### src/rtl/multdiv_cycle_counter_if.sv
// Handshake bundle between the multdiv controller/datapath (master) and the
// cycle counter (slave).
interface multdiv_cycle_counter_if #(
    parameter int WIDTH = 6
);
    logic             en;
    logic             start_mult;
    logic             start_div;
    logic [WIDTH-1:0] count;
    logic             busy;
    logic             mode;
    logic             last;
    logic             done;

    modport master (
        output en, start_mult, start_div,
        input  count, busy, mode, last, done
    );

    modport slave (
        input  en, start_mult, start_div,
        output count, busy, mode, last, done
    );
endinterface

### src/rtl/multdiv_cycle_counter.sv
// Cycle sequencer for the multicycle multiply/divide unit: a synchronous counter
// with a per-operation terminal count, abortable restart and a one-cycle done pulse.
module multdiv_cycle_counter #(
    parameter int WIDTH       = 6,
    parameter int MULT_CYCLES = 32,
    parameter int DIV_CYCLES  = 33
) (
    input  logic                   clk,
    input  logic                   clr,
    multdiv_cycle_counter_if.slave bus
);
    // Terminal indices are TERM-1, so a TERM of 2^WIDTH still fits in WIDTH bits.
    localparam logic [WIDTH-1:0] MULT_LAST = WIDTH'(MULT_CYCLES - 1);
    localparam logic [WIDTH-1:0] DIV_LAST  = WIDTH'(DIV_CYCLES - 1);

    typedef enum logic [1:0] {IDLE, RUN, DONE} state_t;

    state_t           state, state_next;
    logic [WIDTH-1:0] count, count_next;
    logic             mode, mode_next;
    logic             busy, done;
    logic             start;
    logic             at_term;
    logic [WIDTH-1:0] term_last;

    assign start     = bus.start_mult | bus.start_div;
    assign term_last = mode ? DIV_LAST : MULT_LAST;
    assign at_term   = (count == term_last);

    // A start wins over everything except clr, including a coincident terminal count.
    always_comb begin
        state_next = state;
        count_next = count;
        mode_next  = mode;
        if (start) begin
            state_next = RUN;
            count_next = '0;
            mode_next  = ~bus.start_mult;
        end else begin
            case (state)
                IDLE: state_next = IDLE;
                RUN: begin
                    if (bus.en) begin
                        if (at_term) begin
                            state_next = DONE;
                            count_next = '0;
                        end else begin
                            count_next = count + 1'b1;
                        end
                    end
                end
                DONE:    state_next = IDLE;
                default: state_next = IDLE;
            endcase
        end
    end

    always_ff @(posedge clk) begin
        if (clr) begin
            state <= IDLE;
            count <= '0;
            mode  <= 1'b0;
            busy  <= 1'b0;
            done  <= 1'b0;
        end else begin
            state <= state_next;
            count <= count_next;
            mode  <= mode_next;
            busy  <= (state_next == RUN);
            done  <= (state_next == DONE);
        end
    end

    assign bus.count = count;
    assign bus.busy  = busy;
    assign bus.mode  = mode;
    assign bus.done  = done;
    assign bus.last  = busy & bus.en & at_term;
endmodule

### src/flat_wrapper.sv
// flat-port wrapper written by rule: the top's interface ports become plain ports
module multdiv_cycle_counter_flat 
#(
    parameter int WIDTH       = 6,
    parameter int MULT_CYCLES = 32,
    parameter int DIV_CYCLES  = 33
)
  (clk, clr, bus_en, bus_start_mult, bus_start_div, bus_count, bus_busy, bus_mode, bus_last, bus_done);
  multdiv_cycle_counter_if #(.WIDTH(WIDTH)) bus_i ();
  input  logic clk;
  input  logic clr;
  input wire logic [$bits(bus_i.en)-1:0] bus_en;
  input wire logic [$bits(bus_i.start_mult)-1:0] bus_start_mult;
  input wire logic [$bits(bus_i.start_div)-1:0] bus_start_div;
  output wire logic [$bits(bus_i.count)-1:0] bus_count;
  output wire logic [$bits(bus_i.busy)-1:0] bus_busy;
  output wire logic [$bits(bus_i.mode)-1:0] bus_mode;
  output wire logic [$bits(bus_i.last)-1:0] bus_last;
  output wire logic [$bits(bus_i.done)-1:0] bus_done;
  assign bus_i.en = bus_en;
  assign bus_i.start_mult = bus_start_mult;
  assign bus_i.start_div = bus_start_div;
  assign bus_count = bus_i.count;
  assign bus_busy = bus_i.busy;
  assign bus_mode = bus_i.mode;
  assign bus_last = bus_i.last;
  assign bus_done = bus_i.done;
  multdiv_cycle_counter #(.WIDTH(WIDTH), .MULT_CYCLES(MULT_CYCLES), .DIV_CYCLES(DIV_CYCLES)) u_core (.clk(clk), .clr(clr), .bus(bus_i));
endmodule
### config.mk
export PLATFORM = sky130hd
export DESIGN_NAME = multdiv_cycle_counter_flat
export DESIGN_NICKNAME = d
export VERILOG_FILES = /design/src/rtl/multdiv_cycle_counter_if.sv /design/src/rtl/multdiv_cycle_counter.sv /design/src/flat_wrapper.sv
export SDC_FILE = /design/constraint.sdc
export NUM_CORES = 1
export LEC_CHECK = 0
export BUFFER_PORTS_ARGS = -buffer_cell sky130_fd_sc_hd__buf_2
export CAP_MARGIN = 20
export CELL_PAD_IN_SITES_DETAIL_PLACEMENT = 0
export CELL_PAD_IN_SITES_GLOBAL_PLACEMENT = 1
export CORE_MARGIN = 1.5
export CORE_UTILIZATION = 35
export CTS_CLUSTER_SIZE = 40
export DETAILED_ROUTE_END_ITERATION = 10
export PLACE_DENSITY = 0.81
export SLEW_MARGIN = 10
export SYNTH_ARGS = -nofsm -noshare
export SYNTH_HDL_FRONTEND = slang
export SYNTH_SLANG_ARGS = --single-unit
### constraint.sdc
create_clock -name clk -period 1.7 [get_ports clk]
set_clock_uncertainty 0.15 [all_clocks]
set_input_delay 0.17 -clock clk [delete_from_list [all_inputs] [get_ports clk]]
set_output_delay 0.17 -clock clk [all_outputs]
set_load 0.005 [all_outputs]
==> Word level (Yosys, flattened, before mapping) <==
Index checks and enable logic that the tools add are counted.
{ "word_totals": {"output_inout_bits": 10, "in_bits": 5, "register_bits": 11} }
{ "classes": {"n_mux": 6, "n_bitwise": 4, "reduce_logical": 2, "add_sub_neg": 1, "eq_ne": 4} }
{ "ops": {"columns": ["cell", "n"], "rows": [
  ["2-to-1 mux 6 bit", 2],
  ["2-to-1 mux 2 bit", 4],
  ["adder 6 x 1 -> 6 bit, second input constant", 1],
  ["== test 6 bit", 1],
  ["== test 2 x 1 -> 1 bit, second input constant", 2],
  ["bitwise AND 1 bit", 2],
  ["== test 2 bit, second input constant", 1],
  ["AND reduction 2 bit", 1],
  ["OR reduction 2 bit", 1],
  ["NOT 1 bit", 1],
  ["bitwise OR 1 bit", 1]
]} }

==> Depth between registers and ports, before layout <==
{ "logic_depth": {"word_depth": 7, "depth_mapped": 5} }

==> Least setup slack after synthesis <==
No wires, ideal clock.
{ "synth_path": {"kind": "flip-flop to output port", "startpoint": "register u_core.count[0] (netlist: u_core.bus.count[0])", "endpoint": "output bus_last", "path_buffers": 0, "t_arrival_ps": 1281, "slack_ps": 99, "required_ps": 1380, "path_stages_with_launch": 5, "path_cell_list": "dfxtp_1 -> nand2_1 -> or4_4 -> nand2_1 -> and3_1"} }
{ "synth_via": {"elab_chain_len": 2} }
{ "synth_rtl": {"columns": ["element", "line", "source"], "rows": [
  ["from (decl)", "multdiv_cycle_counter.sv:19", "logic [WIDTH-1:0] count, count_next;"],
  ["from (signal assigned)", "multdiv_cycle_counter.sv:67", "count <= count_next;"],
  ["== test 6 bit", "multdiv_cycle_counter.sv:28", "assign at_term = (count == term_last);"],
  ["bitwise AND 1 bit", "multdiv_cycle_counter.sv:78", "assign bus.last = busy & bus.en & at_term;"],
  ["to (decl)", "flat_wrapper.sv:18", "output wire logic [$bits(bus_i.last)-1:0] bus_last;"]
]} }
Every way passes these cells.

==> Final worst setup path <==
Ends and elaborated chain as after synthesis.

==> reports/qor.yml <==
outcome:
  status: "complete, but fails checks"
  violations: "setup timing"
drt:
  post-route-drc-count: 0
  vias: 502
  post_drt_wl_per_cell_um: 12.6
  drt_iter0_markers: 10
  drt-pass1-iter-count: 4
  viasPerCell: 5.12
  wirelength_um: 1230
  postRouteAntennaNets: 0
power:
  comb_power_share: 0.078
  power_frac_clock: 0.368
  pwr-share-seq: 0.554
  intPower_mw: 0.372
  p_leak_nw: 0.341
  peakVddDrop_mv: 0.265
  swShare: 0.225
  powerDensity_nw_per_um2: 622
  switchingPower_mw: 0.108
clock_network:
  htree_num_levels: 1
  cts_sinks: 11
  cts_tree: "yes"
  worstSkewPairLatency_ps: 260
  clock-root-buffer: "clkbuf_4"
  clock_tree.buffer_depth: 2
  cts_buffers: 3
  path_clk_slew_ps: 70
min_path:
  hold_depth: 3
  min-delay-start: "bus_start_div"
  min-delay-path-class: "in2reg"
  hold_end: "u_core.bus.count[5]"
worst_setup_path:
  cp-end-kind: "primary output"
  worstSetupPathType: "reg2out"
  arrival_ps: 1500
  cp.required_ps: 1380
  r2r-start: "u_core.bus.count[0]"
  r2r-end: "u_core.bus.count[3]"
  reg2reg_depth: 5
  setup.worst_path.start_class: "flop"
  ff2ff_setup_slack_ps: 60
  worstPathMaxFanout: 5
sta:
  worstMarginPinSlew_ps: 330
  whs_ps: 145
  rsz0062_at_grt: "true"
  hold_viol: 0
  drv_slew: 0
  period_share: 1.07
  max_freq_mhz: 551
  relSlewSlack: 0.779
  fin_setup_tns_ps: -116
  setup_slack_ps: -116
  min_period_ps: 1820
  setup_viol_count_final: 1
synth:
  synth-edff-count: 0
  yosys-top-cells-area: "dfxtp_1, nor3_1, xor2_1, a311oi_1, xnor2_1"
  synthesis.nets: 57
  yosysUniqueCellTypes: 23
  ys_seq_elements: 11
  synth.avg_cell_area_sq_um: 9.81
  synth_top_area_frac: 0.440
  syn_area_sq_um: 500
  seq_area_frac_synth: 0.440
  post-synth-top-count-cell: "dfxtp_1"
  yosysWarnings: 0
  synth_flop_cell: "dfxtp_1"
  synthArstFlopShare: 0
  netlist_instances: 51
  synth_top_area_cell: "dfxtp_1"
  netlist_top_cells_count: "dfxtp_1, nor3_1, nand2_1"
placed_design:
  place_inst: 83
  dp_hpwl_um: 823
  gp_congestion: 0.766
  io_buffer_count: 14
global_routing:
  busiest_layer: "met2"
  antenna_found_initial: 0
  grt_pass1_vias: 416
  track_usage: 0.173
  grt.overflow.total: 0
  grt_pass1_wl_um: 1750
  met1_usage: 0.191
  use_met2: 0.281
  grt_use_met3: 0.0652
  grt_max_degree: 9
finish:
  area_delta_synth_final_pct: 54.0
  final-seq-area_sq_um: 228
  multi_input_area_sq_um: 290
  drive_gt1_frac: 0.530
  final_cells: 98
  antenna_cells: 0
  fillCellCount: 117
  final_nets: 90
run:
  maxCapViolCount: 0
floorplan:
  die_height_um: 40.8
  dieWidth_um: 40.8
  io_pins: 15
  initial_core_util: 0.380
  placementRows: 13
  dieArea_sq_um: 1670
  core_sq_um: 1320
==> per-layer routing <==
| metal | vias to the layer above | share of wire |
|---|---|---|
| met2 | 9 | 0.53 |
| met1 | 239 | 0.42 |
| met4 | 0 | 0.0097 |
| li1 | 252 | - |
| met3 | 2 | 0.035 |
| met5 | - | 0 |
==> cell type report <==
cell class                      count  area share
Tap cell                           15      0.0244
Sequential cell                    11       0.295
Multi-Input combinational cell     37       0.377
Inverter                            1     0.00487
Clock buffer                        4      0.0341
Timing Repair Buffer               30       0.265
==> registers in the layout (all words and copies together) (netlist names) <==
signal,flops
u_core.bus.done,1
u_core.state,2
u_core.bus.mode,1
u_core.bus.count,6
u_core.bus.busy,1
==> cell usage in the layout (no fill, tap or decap), types with 2 or more instances in the layout <==
| master | synthesis | layout |
|---|---|---|
| nand4_1 | 2 | 2 |
| dfxtp_1 | 11 | 5 |
| xor2_1 | 3 | 3 |
| clkbuf_4 | 0 | 3 |
| dlygate4sd3_1 | 0 | 4 |
| buf_4 | 0 | 11 |
| dfxtp_2 | 0 | 6 |
| nor2_1 | 2 | 2 |
| xnor2_1 | 2 | 2 |
| a211oi_1 | 2 | 2 |
| nor3_1 | 9 | 8 |
| buf_2 | 0 | 14 |
| a311oi_1 | 2 | 2 |
| nand2_2 | 0 | 2 |
==> cells by family (layout without fill, tap and decap cells) <==
group / Yosys count / in the layout / share of synthesized area
buffers and inverters: 3 / 35 / 0.0375
AO/OA/AOI/OAI: 6 / 6 / 0.113
adder cells (fa/ha/maj): 1 / 1 / 0.0250
XOR/XNOR: 5 / 5 / 0.0875
flip-flops: 11 / 11 / 0.440
AND/OR/NAND/NOR: 24 / 24 / 0.277
multiplexers: 1 / 1 / 0.0200
==> through the flow <==
step | power (mW) | utilization | area [sq um] | setup WS [ps]
finish | 0.479 | 0.585 | 771 | -116
global route | 0.511 | 0.585 | 771 | -183
floorplan | 0.289 | - | 500 | 98.9
CTS | 0.489 | 0.567 | 747 | -134
global placement | 0.300 | 0.464 | 612 | 104
detailed placement | 0.301 | 0.464 | 612 | 97.2
==> critical path, cell delays in order (launching register included) <==
cell     delay [ps]
dfxtp_2         330
buf_4           150
nor3_1          260
nand2_2         170
nand2_4          90
and3_1          130
buf_2           100
==> worst max-delay path by stage <==
stage	from	to	slack (ps)	depth (start not counted)
after global routing	u_core.bus.count[0]	bus_last	-180	5
final	u_core.bus.count[0]	bus_last	-120	6
after floorplan	u_core.bus.count[0]	bus_last	100	4
after CTS	u_core.bus.count[2]	bus_last	-130	5
after detailed placement	u_core.bus.count[0]	bus_last	100	5
after global placement	u_core.bus.count[5]	bus_last	100	4
==> power by group through the flow <==
stage                     Combinational (mW)  Clock (mW)  Sequential, mW
after floorplan                       0.0171           0           0.272
after global placement                0.0291           0           0.271
after detailed placement              0.0298           0           0.272
after CTS                             0.0369       0.187           0.265
after global routing                  0.0411       0.203           0.266
final                                 0.0375       0.176           0.266
==> what timing repair did <==
action	CTS	global route
resized for setup	6	8
endpoints found under the hold margin	3	0
pin swaps	3	7
setup endpoints to repair	1	5
hold buffers	4	0
setup buffers	7	2
cloned	0	0
Note: power is estimated with default switching activity, not from simulation.
